File: src/rtl/cv32e40x_irq_ctrl.sv
// Interrupt front-end for the controller FSM: synchronises irq lines, latches
// edge-type lines into pending state, masks, prioritises and presents one request.
module cv32e40x_irq_ctrl #(
   parameter int unsigned IRQ_SYNC_STAGES = 2,
   parameter logic [31:0] EDGE_MASK       = 32'h0000_0000,
   parameter logic [31:0] IRQ_VALID_MASK  = 32'hFFFF_0888
) (
   input  logic        clk,
   input  logic        rst_n,
   input  logic [31:0] irq_i,
   input  logic [31:0] mie_i,
   input  logic        mstatus_mie_i,
   input  logic        debug_mode_i,
   input  logic        dcsr_step_i,
   input  logic        dcsr_stepie_i,
   input  logic        irq_ack_i,
   input  logic [4:0]  irq_ack_id_i,
   input  logic [31:0] mip_clr_i,
   output logic [31:0] mip_o,
   output logic        irq_req_ctrl_o,
   output logic [4:0]  irq_id_ctrl_o,
   output logic        irq_wu_ctrl_o
);

   logic [31:0] irq_s;
   logic [31:0] irq_prev_r;
   logic [31:0] pend_r;
   logic [31:0] ack_clr_s;
   logic [31:0] clr_s;
   logic [31:0] rise_s;
   logic [31:0] pend_nxt_s;
   logic [31:0] en_s;

   // Platform lines 31..16 outrank MEI, MSI, MTI (in that order).
   function automatic logic [4:0] irq_prio(input logic [31:0] en);
      logic [4:0] id;
      id = 5'd0;
      if (|en[31:16]) begin
         for (int i = 16; i < 32; i++) begin
            id = en[i] ? 5'(i) : id;
         end
      end else if (en[11]) begin
         id = 5'd11;
      end else if (en[3]) begin
         id = 5'd3;
      end else if (en[7]) begin
         id = 5'd7;
      end else begin
         id = 5'd0;
      end
      return id;
   endfunction

   generate
      if (IRQ_SYNC_STAGES == 0) begin : g_nosync
         assign irq_s = irq_i;
      end else begin : g_sync
         logic [IRQ_SYNC_STAGES-1:0][31:0] sync_r;

         // Metastability synchroniser chain per irq line.
         always_ff @(posedge clk or negedge rst_n) begin
            if (!rst_n) begin
               sync_r <= '0;
            end else begin
               sync_r[0] <= irq_i;
               for (int i = 1; i < int'(IRQ_SYNC_STAGES); i++) begin
                  sync_r[i] <= sync_r[i-1];
               end
            end
         end

         assign irq_s = sync_r[IRQ_SYNC_STAGES-1];
      end
   endgenerate

   // Next pending state: level lines follow the line, edge lines latch rises until cleared.
   always_comb begin
      ack_clr_s = 32'h0000_0000;
      if (irq_ack_i) begin
         ack_clr_s = 32'h0000_0001 << irq_ack_id_i;
      end else begin
         ack_clr_s = 32'h0000_0000;
      end
      clr_s      = mip_clr_i | ack_clr_s;
      rise_s     = irq_s & ~irq_prev_r;
      pend_nxt_s = ((EDGE_MASK & (rise_s | (pend_r & ~clr_s))) | (~EDGE_MASK & irq_s))
                   & IRQ_VALID_MASK;
   end

   // Pending vector and previous synchronised sample for edge detection.
   always_ff @(posedge clk or negedge rst_n) begin
      if (!rst_n) begin
         pend_r     <= 32'h0000_0000;
         irq_prev_r <= 32'h0000_0000;
      end else begin
         pend_r     <= pend_nxt_s;
         irq_prev_r <= irq_s;
      end
   end

   // Wake-up ignores global enable and debug state so WFI can always exit.
   assign en_s           = pend_r & mie_i;
   assign mip_o          = pend_r;
   assign irq_wu_ctrl_o  = |en_s;
   assign irq_req_ctrl_o = (|en_s) & mstatus_mie_i & ~debug_mode_i
                           & ~(dcsr_step_i & ~dcsr_stepie_i);
   assign irq_id_ctrl_o  = irq_prio(en_s);

endmodule

File: config.mk
export PLATFORM = sky130hd
export DESIGN_NAME = cv32e40x_irq_ctrl
export DESIGN_NICKNAME = d
export VERILOG_FILES = /design/src/rtl/cv32e40x_irq_ctrl.sv
export SDC_FILE = /design/constraint.sdc
export NUM_CORES = 1
export LEC_CHECK = 0
export CORE_ASPECT_RATIO = 0.5
export CORE_MARGIN = 5
export CORE_UTILIZATION = 32
export DETAILED_ROUTE_END_ITERATION = 7
export PLACE_DENSITY = 0.81
export SLEW_MARGIN = 20
export SYNTH_ARGS = -nofsm -noshare
export SYNTH_HDL_FRONTEND = slang
export SYNTH_SLANG_ARGS = --single-unit
export TNS_END_PERCENT = 5
File: constraint.sdc
create_clock -name clk -period 1.6 [get_ports clk]
set_input_delay 0.32 -clock clk [delete_from_list [all_inputs] [get_ports clk]]
set_output_delay 0.32 -clock clk [all_outputs]
set_load 0.05 [all_outputs]
== Word level (Yosys, flattened, before mapping) ==
Cells that the tools add are included.

* Mux-type cells: 20
* Bitwise operators: 8
* Reductions and logical operators: 2

{| class="wikitable"
|+ Operators with widths
! operator !! number
|-
| $mux 5 || 19
|-
| $and 32x32->32 || 1
|-
| $reduce_or 32->1 || 1
|-
| $reduce_or 16->1 || 1
|-
| $and 1x1->1 || 4
|-
| $mux 3 || 1
|-
| $not 1->1 || 3
|}

* Register bits after elaboration: 83
* Input bits: 108
* Output and inout bits: 39
* Word-level logic and storage cells: 33

== Logic depth before layout (Yosys ltp) ==
* Depth after elaboration: 18
* Gate-level depth with buffers: 5
* Mapped depth without buffers: 5

== Worst setup path before layout ==
OpenSTA, ideal clock, no wires.

* Kind: flip-flop to output port
* Start: register pend_r[26], in the netlist mip_o[26]
* End: output port irq_id_ctrl_o[2]
* Data arrival time: 2.237 ns
* Data required time: 1.280 ns
* Slack: -0.957 ns
* Stages on the path, launching flop included: 6
* Buffers on the path: 0
* Cell sequence: dfrtp_1 > a22oi_2 > nand2_1 > nor3_2 > inv_1 > o21ai_1

* Longest elaborated chain between the ends: 8
* Elaborated cells between the ends (all ways): 9
* Classes of those cells: 7 x mux; 1 x bitwise; 1 x reduce/logical

{| class="wikitable"
|+ RTL lines
! what !! RTL line !! text
|-
| start, declared || 27 || <nowiki>logic [31:0] pend_r;</nowiki>
|-
| start signal, assigned || 96 || <nowiki>pend_r <= pend_nxt_s;</nowiki>
|-
| $and 32x32->32 (*) || 102 || <nowiki>assign en_s = pend_r & mie_i;</nowiki>
|-
| $mux 5 (6 in series) || 40 || <nowiki>id = en[i] ? 5'(i) : id;</nowiki>
|-
| $mux 5 (*) || 38 || <nowiki>if (|en[31:16]) begin</nowiki>
|-
| end, declared || 21 || <nowiki>output logic [4:0] irq_id_ctrl_o,</nowiki>
|}

Mark *: on every way between the ends. The rest lies on a longest branch, timed or not.

== Worst setup path in the final report ==
* Start: register pend_r[20], in the netlist mip_o[20]
* End: output port irq_id_ctrl_o[0]

* Longest elaborated chain between the ends: 14
* Elaborated cells between the ends (all ways): 15
* Classes of those cells: 13 x mux; 1 x bitwise; 1 x reduce/logical

{| class="wikitable"
|+ RTL lines
! what !! RTL line
|-
| $and 32x32->32 (*) || 102
|-
| $mux 5 (12 in series) || 40
|-
| $mux 5 (*) || 38
|}

Marks and branches as above.

==> run_results.csv <==
group,metric,value,unit
run_status,status,"finished with violations",
run_status,violations,"hold timing, setup timing",
detailed_routing,routedWlPerCell,16.9,µm
place,gp_congestion,0.849,
floorplanning,initial_core_util,33.2,%
critical_path,worstPathArrival,1910,ps
final_layout,drive_above_1_share,45.7,%
clock_network,cts_root_buf,"clkbuf_16",
sta,fin_hold_ws,-5.48,ps
sta,drv_slew,0,
clock_network,clk_path_buf_depth,2,
hold_path,min_path_type,"primary input to asynchronous set/reset pin",
sta,clock.fmax,0.449,GHz
detailed_routing,drt_iter0_drc,89,
sta,hold_violations,5,
sta,setup-violations-final,7,
power,netSwitchingFraction,24.2,%
sta,period_share,139,%
clock_network,cts.htree.levels,3,
place,dp_hpwl,3680,µm
critical_path,slowest_delay,420,ps
grt,use_met2,24.9,%
power,pwr-share-comb,15.7,%
final_layout,finalNetCount,334,
sta,finalSetupTns,-4010,ps
synthesis,syn_inst,119,
grt,grt_max_degree,58,
power,p_per_area,1240,nW/µm²
critical_path,cp_max_fo,4,
final_layout,syn2layout_area_growth,79.3,%
power,clockPowerShare,45.8,%
power,internal_power,3.08,mW
place,io_buffers,69,
synthesis,synth_area,1830,µm²
final_layout,diodes,0,
clock_network,cts.sinks,57,
place,post-place-ws,-742,ps
grt,grt-busiest-layer,"met2",
grt,met3_usage,6.50,%
critical_path,start_kind,"register",
clock_network,cts_made_buffers,9,
detailed_routing,drt-total-wl,5110,µm
grt,grt_pass1_vias,1546,
clock_network,path_clk_slew,50,ps
critical_path,cp_cell_sequence,"a22oi_2, nand4_1, nor3_4, and3_4, a31oi_4, buf_12",
synthesis,synth_warnings,0,
critical_path,r2r_start,"irq_s[3]",
power,power,4.06,mW
detailed_routing,first_pass_iters,6,
synthesis,synth_seq_cells,57,
critical_path,reg2regPathDepth,0,
power,switching_power,0.981,mW
synthesis,ys_types,22,
place,placed_cell_area,2930,µm²
sta,fin_ws,-627,ps
sta,fin_worst_skew,4.98,ps
floorplanning,die_h,63.5,µm
detailed_routing,antenna_left,0,
floorplanning,die_area,7420,µm²
sta,min_period,2230,ps
grt,gr-total-overflow,0,
clock_network,clock_latency,320,ps
grt,grtUsageTotal,15.0,%
critical_path,rrSetupSlack,1080,ps
detailed_routing,num_vias,1350,
critical_path,worstReg2RegEnd,"mip_o[3]",
floorplanning,rows,19,
final_layout,design_area,3280,µm²
floorplanning,io_pins,147,
clock_network,cts_tree,"done",
critical_path,cp.required,1280,ps
grt,antenna_found_initial,0,
power,p_seq_share,38.5,%
power,ir_worst_vdd,0.000732,V
power,p_leak,1.48,nW
critical_path,cp-end-kind,"output pin",
critical_path,critical_path.slowest_cell,"dfrtp_2",
clock_network,holdBufCountCts,0,
job,maxCapViolCount,0,
sta,rsz0062_at_grt,"yes",
synthesis,ys_seq_area_share,77.9,%
detailed_routing,post-route-drc-count,0,
grt,grt_first_pass_wirelength,8090,µm
synthesis,avgSynthCellArea,15.4,µm²
critical_path,critical_path_class,"register to output pin",
detailed_routing,viasPerCell,4.46,
floorplanning,die_w,117,µm
floorplanning,fp.coreArea,5520,µm²
grt,met1_usage,16.1,%
-- worst max path at each step --
stage | cells after the start | to | slack [ps] | from
after floorplan | 5 | irq_req_ctrl_o | -410 | mip_o[20]
final | 6 | irq_id_ctrl_o[0] | -630 | mip_o[20]
after global routing | 6 | irq_wu_ctrl_o | -730 | mip_o[16]
after CTS | 6 | irq_id_ctrl_o[0] | -680 | mip_o[23]
after detailed placement | 7 | irq_req_ctrl_o | -740 | mie_i[24]
after global placement | 7 | irq_id_ctrl_o[0] | -610 | mie_i[25]
-- per-layer routing --
metal	wire [µm]	vias to the layer above	part of all wire, %
met4	137	0	2.7
met2	2790	60	55
li1	-	598	-
met5	0	-	0
met1	1890	680	37
met3	292	12	5.7
-- worst max-delay path: cells and delay by family, from the launching register on --
kind            cells  cell delay [ps]
compound gates      2              230
flops               1              420
buf+inv             1              170
simple gates        3              770
-- synthesized netlist by cell type --
library cell	instances	area, µm²
dfrtp_1	57	1430
buf_4	13	97.6
nand2_1	11	41.3
a22oi_1	5	37.5
nand3_1	5	25.0
a22oi_2	3	37.5
a31oi_1	3	18.8
inv_1	3	11.3
a21oi_1	2	10.0
a32o_1	2	20.0
nor2_1	2	7.51
o21ai_0	2	10.0
o21ai_1	2	10.0
a222oi_1	1	10.0
a31o_2	1	8.76
and3_4	1	11.3
conb_1	1	3.75
nand2b_1	1	6.26
nand4_1	1	6.26
nor2b_1	1	6.26
nor3_2	1	10.0
nor4b_2	1	15.0
-- logic make-up after synthesis --
family | Yosys count | share of synthesized area (%)
compound gates | 21 | 8.89
buf+inv | 16 | 5.95
simple gates | 24 | 7.04
other cells | 1 | 0.205
flops | 57 | 77.9
-- cell type report --
class	count	area (µm²)
inverters	3	11.3
well taps	73	91.3
clock buffers	12	256
flip-flops and latches	57	1450
fillers	394	2230
multi-input cells	58	432
clock inverters	3	40.0
repair buffers	97	1000
-- state kept, by name, indices dropped and copies added (netlist names) --
register,cells
g_sync.sync_r,19
irq_s,19
mip_o,19
-- power groups by stage --
stage	sequential [mW]	combinational (mW)	clock, mW
2_1_floorplan	1.66	0.215	0
6_report	1.56	0.637	1.86
3_5_place_dp	1.58	0.622	0
5_1_grt	1.57	0.667	1.99
4_1_cts	1.56	0.636	1.89
3_3_place_gp	1.58	0.613	0
-- stage by stage --
| step | utilization (%) | instances |
|---|---|---|
| after global routing | 59.5 | 303 |
| final | 59.5 | 303 |
| after CTS | 59.2 | 302 |
| after global placement | 53.1 | 285 |
| after detailed placement | 53.1 | 285 |
| after floorplan | - | 131 |
-- layout by cell type, fill, tap and decap left out, types with 2 or more instances in the layout --
| cell | n |
|---|---|
| dfrtp_1 | 40 |
| buf_4 | 38 |
| clkdlybuf4s50_1 | 35 |
| dfrtp_2 | 17 |
| conb_1 | 13 |
| buf_12 | 13 |
| nand2_1 | 10 |
| clkbuf_16 | 9 |
| a22oi_2 | 7 |
| dlygate4sd2_1 | 5 |
| nand3_1 | 4 |
| buf_6 | 3 |
| nor2_1 | 2 |
| inv_1 | 2 |
| a31oi_4 | 2 |
| a32o_1 | 2 |
| clkbuf_8 | 2 |
| clkinv_2 | 2 |
| dlymetal6s2s_1 | 2 |
-- timing repair --
item | CTS | global route
pin swaps | 8 | 6
cloned | 0 | 0
setup buffers | 2 | 1
setup endpoints to repair | 7 | 7
resized for setup | 12 | 3
(Power assumes the default switching activity.)
